$ cat src/rtl/mode_input_ctrl_if.sv
// Button inputs and mode/pause/clear outputs of the mode input controller.
// The master drives the raw buttons; the slave (the controller) drives the mode outputs.
interface mode_input_ctrl_if;
  logic btn_mode;
  logic btn_pause;
  logic btn_clear;
  logic mode_clock;
  logic mode_stopwatch;
  logic mode_countdown;
  logic pause;
  logic clear;
  logic mode_changed;

  modport master (
    output btn_mode,
    output btn_pause,
    output btn_clear,
    input  mode_clock,
    input  mode_stopwatch,
    input  mode_countdown,
    input  pause,
    input  clear,
    input  mode_changed
  );

  modport slave (
    input  btn_mode,
    input  btn_pause,
    input  btn_clear,
    output mode_clock,
    output mode_stopwatch,
    output mode_countdown,
    output pause,
    output clear,
    output mode_changed
  );
endinterface

$ cat src/rtl/mode_input_ctrl.sv
// Pushbutton front end: synchronise, debounce and edge-detect three buttons, then drive
// the registered one-hot mode selects, the pause level and the one-cycle clear pulse.
module mode_input_ctrl #(
  parameter int unsigned DEBOUNCE_CYCLES = 500000,
  parameter int unsigned CNT_W           = 20
) (
  input logic            clk,
  input logic            reset,
  mode_input_ctrl_if.slave bus
);

  localparam int BtnMode  = 0;
  localparam int BtnPause = 1;
  localparam int BtnClear = 2;

  localparam logic [CNT_W-1:0] CntLast = CNT_W'(DEBOUNCE_CYCLES - 1);

  typedef enum logic [2:0] {
    StClock     = 3'b001,
    StStopwatch = 3'b010,
    StCountdown = 3'b100
  } mode_e;

  logic [2:0]            raw;
  logic [2:0]            sync1_q, sync2_q;
  logic [2:0]            stable_q, stable_d;
  logic [2:0]            stable_prev_q;
  logic [2:0][CNT_W-1:0] cnt_q, cnt_d;
  logic [2:0]            press;

  mode_e state_q, state_d;
  logic  pause_q, pause_d;
  logic  clear_q, clear_d;
  logic  changed_q, changed_d;

  assign raw = {bus.btn_clear, bus.btn_pause, bus.btn_mode};

  // A stable state only flips after DEBOUNCE_CYCLES consecutive disagreeing samples.
  always_comb begin
    stable_d = stable_q;
    cnt_d    = cnt_q;
    for (int i = 0; i < 3; i++) begin
      if (sync2_q[i] == stable_q[i]) begin
        cnt_d[i] = '0;
      end else if (cnt_q[i] == CntLast) begin
        stable_d[i] = sync2_q[i];
        cnt_d[i]    = '0;
      end else begin
        cnt_d[i] = cnt_q[i] + CNT_W'(1);
      end
    end
  end

  assign press = stable_q & ~stable_prev_q;

  always_ff @(posedge clk) begin
    if (reset) begin
      sync1_q       <= '0;
      sync2_q       <= '0;
      stable_q      <= '0;
      stable_prev_q <= '0;
      cnt_q         <= '0;
    end else begin
      sync1_q       <= raw;
      sync2_q       <= sync1_q;
      stable_q      <= stable_d;
      stable_prev_q <= stable_q;
      cnt_q         <= cnt_d;
    end
  end

  // A mode press outranks a pause press and always leaves the new mode unpaused.
  always_comb begin
    state_d   = state_q;
    pause_d   = pause_q;
    clear_d   = press[BtnClear];
    changed_d = 1'b0;
    if (press[BtnMode]) begin
      changed_d = 1'b1;
      pause_d   = 1'b0;
      unique case (state_q)
        StClock:     state_d = StStopwatch;
        StStopwatch: state_d = StCountdown;
        StCountdown: state_d = StClock;
        default:     state_d = StClock;
      endcase
    end else if (press[BtnPause]) begin
      pause_d = ~pause_q;
    end
  end

  always_ff @(posedge clk) begin
    if (reset) begin
      state_q   <= StClock;
      pause_q   <= 1'b0;
      clear_q   <= 1'b0;
      changed_q <= 1'b0;
    end else begin
      state_q   <= state_d;
      pause_q   <= pause_d;
      clear_q   <= clear_d;
      changed_q <= changed_d;
    end
  end

  assign bus.mode_clock     = (state_q == StClock);
  assign bus.mode_stopwatch = (state_q == StStopwatch);
  assign bus.mode_countdown = (state_q == StCountdown);
  assign bus.pause          = pause_q;
  assign bus.clear          = clear_q;
  assign bus.mode_changed   = changed_q;

endmodule

$ cat src/flat_wrapper.sv
// flat-port wrapper written by rule: the top's interface ports become plain ports
module mode_input_ctrl_flat 
#(
  parameter int unsigned DEBOUNCE_CYCLES = 500000,
  parameter int unsigned CNT_W           = 20
)
  (clk, reset, bus_btn_mode, bus_btn_pause, bus_btn_clear, bus_mode_clock, bus_mode_stopwatch, bus_mode_countdown, bus_pause, bus_clear, bus_mode_changed);
  mode_input_ctrl_if bus_i ();
  input logic clk;
  input logic reset;
  input wire logic [$bits(bus_i.btn_mode)-1:0] bus_btn_mode;
  input wire logic [$bits(bus_i.btn_pause)-1:0] bus_btn_pause;
  input wire logic [$bits(bus_i.btn_clear)-1:0] bus_btn_clear;
  output wire logic [$bits(bus_i.mode_clock)-1:0] bus_mode_clock;
  output wire logic [$bits(bus_i.mode_stopwatch)-1:0] bus_mode_stopwatch;
  output wire logic [$bits(bus_i.mode_countdown)-1:0] bus_mode_countdown;
  output wire logic [$bits(bus_i.pause)-1:0] bus_pause;
  output wire logic [$bits(bus_i.clear)-1:0] bus_clear;
  output wire logic [$bits(bus_i.mode_changed)-1:0] bus_mode_changed;
  assign bus_i.btn_mode = bus_btn_mode;
  assign bus_i.btn_pause = bus_btn_pause;
  assign bus_i.btn_clear = bus_btn_clear;
  assign bus_mode_clock = bus_i.mode_clock;
  assign bus_mode_stopwatch = bus_i.mode_stopwatch;
  assign bus_mode_countdown = bus_i.mode_countdown;
  assign bus_pause = bus_i.pause;
  assign bus_clear = bus_i.clear;
  assign bus_mode_changed = bus_i.mode_changed;
  mode_input_ctrl #(.DEBOUNCE_CYCLES(DEBOUNCE_CYCLES), .CNT_W(CNT_W)) u_core (.clk(clk), .reset(reset), .bus(bus_i));
endmodule
$ cat config.mk
export PLATFORM = sky130hd
export DESIGN_NAME = mode_input_ctrl_flat
export DESIGN_NICKNAME = d
export VERILOG_FILES = /design/src/rtl/mode_input_ctrl_if.sv /design/src/rtl/mode_input_ctrl.sv /design/src/flat_wrapper.sv
export SDC_FILE = /design/constraint.sdc
export NUM_CORES = 1
export LEC_CHECK = 0
export ABC_AREA = 1
export CAP_MARGIN = 20
export CORE_ASPECT_RATIO = 1.4
export CORE_UTILIZATION = 50
export CTS_BUF_LIST = sky130_fd_sc_hd__clkbuf_8
export CTS_CLUSTER_DIAMETER = 50
export CTS_CLUSTER_SIZE = 40
export DETAILED_ROUTE_END_ITERATION = 10
export GPL_TIMING_DRIVEN = 0
export PLACE_DENSITY = 0.67
export SYNTH_ARGS = -nofsm -noshare
export SYNTH_HDL_FRONTEND = slang
export SYNTH_SLANG_ARGS = --single-unit
$ cat constraint.sdc
create_clock -name clk -period 2.3 [get_ports clk]
set_input_delay 0.345 -clock clk [delete_from_list [all_inputs] [get_ports clk]]
set_output_delay 0.345 -clock clk [all_outputs]
set_load 0.05 [all_outputs]
Yosys cells after proc, flatten, opt, wreduce, memory -nomap -nowiden

Cells that the tools add are included.

Add/sub/neg operators: 3
Equality and inequality tests: 9
Mux-type cells: 2
Bitwise gates (word level): 6
Reductions and logical operators: 7

Operators by type and width:

| cell                    | count |
|---|---|
| $add A20 B1 Y20 const B | 3 |
| $eq A20 B19 Y1 const B  | 3 |
| $reduce_or A3 Y1        | 3 |
| $pmux W3 S2             | 1 |
| $reduce_and A2 Y1       | 3 |
| $not A1 Y1              | 4 |
| $and A3 B3 Y3           | 1 |
| $eq A1 B1 Y1            | 3 |
| $eq A3 B1 Y1 const B    | 1 |
| $eq A3 B2 Y1 const B    | 1 |
| $eq A3 B3 Y1 const B    | 1 |
| $not A3 Y3              | 1 |
| $reduce_or A2 Y1        | 1 |
| $mux W1                 | 1 |

Bits in registers: 78
Input bits: 5
Output and inout port bits: 6
Word-level logic and storage cells: 40

Longest topological paths before layout

Depth in word-level cells: 3
Gate-level depth with buffers: 9
Depth with buffers taken out: 9

Least setup slack after synthesis

OpenSTA, ideal clock, no wires.

Path type: register to output
Start point: register u_core.state_q[0]
End point: output port bus_mode_countdown
Arrival time: 1.410 ns
Required time: 1.955 ns
Path slack: 0.545 ns
Stages on the path, launching flop included: 2
Path buffers: 0
Cells stage by stage: dfxtp_1 nor3_1

Word-level cells in the longest chain between the ends: 1

Ends and longest elaborated chain:

| element                | line                   | text |
|---|---|---|
| start, declared        | mode_input_ctrl.sv:31  | `mode_e state_q, state_d;` |
| start signal, assigned | mode_input_ctrl.sv:94  | `state_q <= StClock;` |
| start signal, assigned | mode_input_ctrl.sv:99  | `state_q <= state_d;` |
| $eq A3 B3 Y1           | mode_input_ctrl.sv:108 | `assign bus.mode_countdown = (state_q == StCountdown);` |
| end, declared          | flat_wrapper.sv:16     | `output wire logic [$bits(bus_i.mode_countdown)-1:0] bus_mode_countdown;` |

No other way between the ends.

Worst setup path in the final report

Same ends and word-level chain as after synthesis.

==> impl_metrics.yaml <==
outcome:
  outcome: "complete, no violations"
critical_path:
  critPathKind: "register to output port"
  crit_path_end_kind: "output port"
  r2r_slack_ns: 0.67
  reg2reg_from: "u_core.cnt_q[20]$_SDFF_PP0_"
  rr_worst_depth: 7
  worstPathArrival_ns: 1.73
  timing.rr.end: "u_core.cnt_q[28]$_SDFF_PP0_"
  cp-start-kind: "register"
  cp_num_buf_inv: 1
  crit_path_top_delay_cell: "clkdlybuf4s50_1"
  crit_family: "buffers and inverters"
  crit_chain: "nor3_1, clkdlybuf4s50_1"
  crit_fanout: 4
  cpPeakStageDelay_ns: 0.84
  required_ns: 1.96
synth:
  synth_area_leaders: "dfxtp_1, nand2_1, nor2_1"
  synth_cell_types: 29
  synthArstFlopShare: 0
  yosys_most_used_dff: "dfxtp_1"
  post-synth-top-area-cell: "dfxtp_1"
  syn_avg_cell_area_um2: 6.92
  ys_seq_area_frac: 0.414
  syn_area_mm2: 0.00377
  synth_edf_count: 0
  synth_nets: 553
  syn_inst: 545
  ys_warn_count: 0
  synth_top_area_share: 0.414
  ys_seq_elements: 78
floorplan:
  io_pins: 11
  initial_core_util: 0.516
  die_w_um: 75.4
  row_count: 37
  coreArea_mm2: 0.00731
  fp.dieArea_mm2: 0.00790
  dieHeight_um: 105
clocking:
  clk_pin_slew_ns: 0.08
  cts_hold_buf: 0
  htreeDepth: 3
  postCtsResizedCells: 0
  clk-insertion-delay-late_ns: 0.35
  cts_root_buffer: "clkbuf_8"
  cts_buffers: 9
  cts_tree: "done"
  cts.sinks: 78
  cts_setup_buffers: 0
  cts_buffer_depth: 2
sta:
  slew_headroom: 0.652
  rsz0062_at_grt: "no"
  fin_hold_ws_ns: 0.394
  finalMaxSlewViolations: 0
  setup_ws_ns: 0.226
  report.final.hold_viol_count: 0
  fin_skew_ns: 0.00778
  fmax_ghz: 0.482
  period_share: 0.902
  worst_pin_slew_ns: 0.520
  finalSetupTns_ns: 0
  finalSetupViolations: 0
  layout_min_cycle_time_ns: 2.07
drt:
  routedWlPerCell_um: 11.1
  route.vias.total: 3214
  finalWirelength_um: 7430
  first_pass_iters: 4
  via_per_inst: 4.81
  route.detailed.drc: 0
  antenna_left: 0
  drt_iter0_markers: 134
global_route:
  grt_pass1_wl_um: 13000
  antenna_found_initial: 0
  gr-total-overflow: 0
  grtUsageTotal: 0.215
  grt_pass1_vias: 3174
  grt_max_degree: 14
worst_hold_path:
  hold_depth: 1
  min_path_type: "register to register"
  min-delay-start: "u_core.stable_prev_q[2]$_SDFF_PP0_"
  holdPathEnd: "u_core.bus.clear$_SDFF_PP0_"
pwr:
  p_clk_frac: 0.492
  power_density_mw_per_mm2: 647
  leakage_nw: 1.43
  p_int_mw: 2.23
  power_frac_comb: 0.016
  sw_frac_of_total: 0.190
  peakVddDrop_uv: 519
  seqPwrFrac: 0.493
  p_sw_uw: 523
final_layout:
  nets: 574
  drive_gt1_frac: 0.0876
  final_common_cell: "nand2_1"
  final_util: 0.583
  n_fill_cell: 783
  antenna_cells: 0
  final_cell_mix: "nand2_1, nor2_1, dfxtp_1, inv_1, nand3_1"
  syn2layout_area_growth_pct: 13.0
place:
  dpl_worst_slack_ns: 0.505
  gp_congestion: 0.928
  dpl.hpwl_um: 5800
  port_buffers: 10
flow_run:
  maxCapViolations: 0
==> sequential cells by signal (all words and copies together), names as in the netlist <==
signal                   count
u_core.bus.pause             1
u_core.stable_q              3
u_core.stable_prev_q         3
u_core.sync1_q               3
u_core.sync2_q               3
u_core.state_q               3
u_core.bus.mode_changed      1
u_core.cnt_q                60
u_core.bus.clear             1
==> worst reg2reg max path, delay by kind of cell (launching register included) <==
family        cells  cell delay, ns
fa+ha+maj         1            0.30
buf+inv           1            0.17
flops             1            0.38
simple gates      5            0.68
==> cells by family after synthesis <==
| logic type | share of synthesized area |
|---|---|
| simple gates | 0.371 |
| flops | 0.414 |
| buf+inv | 0.0839 |
| compound gates | 0.0604 |
| xor+xnor | 0.0604 |
| fa+ha+maj | 0.00995 |
==> power by group through the flow <==
stage	clock, mW	combinational, mW	sequential, mW
2_1_floorplan	0	0.0280	1.39
3_3_place_gp	0	0.0431	1.39
3_5_place_dp	0	0.0442	1.39
4_1_cts	1.38	0.0441	1.36
5_1_grt	1.44	0.0489	1.36
6_report	1.36	0.0429	1.36
==> Yosys cell counts (all sizes together) (5+ instances only) <==
| cell | count |
|---|---|
| a21oi | 23 |
| dfxtp | 78 |
| inv | 69 |
| nand2 | 133 |
| nand3 | 37 |
| nor2 | 133 |
| nor3 | 10 |
| o21ai | 9 |
| o21bai | 6 |
| or2 | 5 |
| xnor2 | 6 |
| xor2 | 20 |
==> through the flow <==
| step | instances | power [mW] | cell area [um2] |
|---|---|---|---|
| 5_1_grt | 668 | 2.85 | 4260 |
| 6_report | 668 | 2.76 | 4260 |
| 2_1_floorplan | 545 | 1.42 | 3770 |
| 3_5_place_dp | 652 | 1.43 | 3990 |
| 3_3_place_gp | 652 | 1.43 | 3990 |
| 4_1_cts | 668 | 2.78 | 4260 |
==> layout make-up <==
class	instances	area, um2	share of cell area
timing repair buffer	10	100	0.0235
sequential	78	1560	0.366
inverter	69	259	0.0607
multi-input combinational	393	1890	0.444
clock buffer	10	138	0.0323
tap	97	121	0.0285
buffer	5	57.6	0.0135
clock inverter	6	133	0.0311
==> worst max path at each step <==
| stage | from | end | slack (ns) | cells past startpoint |
|---|---|---|---|---|
| 6_report | u_core.state_q[0]$_SDFFE_PP1P_ | bus_mode_countdown | 0.23 | 2 |
| 5_1_grt | u_core.state_q[2]$_SDFFE_PP0P_ | bus_mode_stopwatch | 0.13 | 4 |
| 4_1_cts | u_core.state_q[2]$_SDFFE_PP0P_ | bus_mode_stopwatch | 0.24 | 4 |
| 3_5_place_dp | reset | u_core.cnt_q[37]$_SDFF_PP0_ | 0.51 | 7 |
| 3_3_place_gp | reset | u_core.cnt_q[37]$_SDFF_PP0_ | 0.52 | 7 |
| 2_1_floorplan | u_core.state_q[0]$_SDFFE_PP1P_ | bus_mode_countdown | 0.54 | 1 |
==> routing by layer <==
layer,vias to the layer above,GRT usage,share of wire
met5,-,0,0
met4,0,0.0886,0.019
met3,12,0.0473,0.022
met2,29,0.397,0.55
met1,1446,0.222,0.41
li1,1727,-,-
Power figures use the tool's default switching activity.
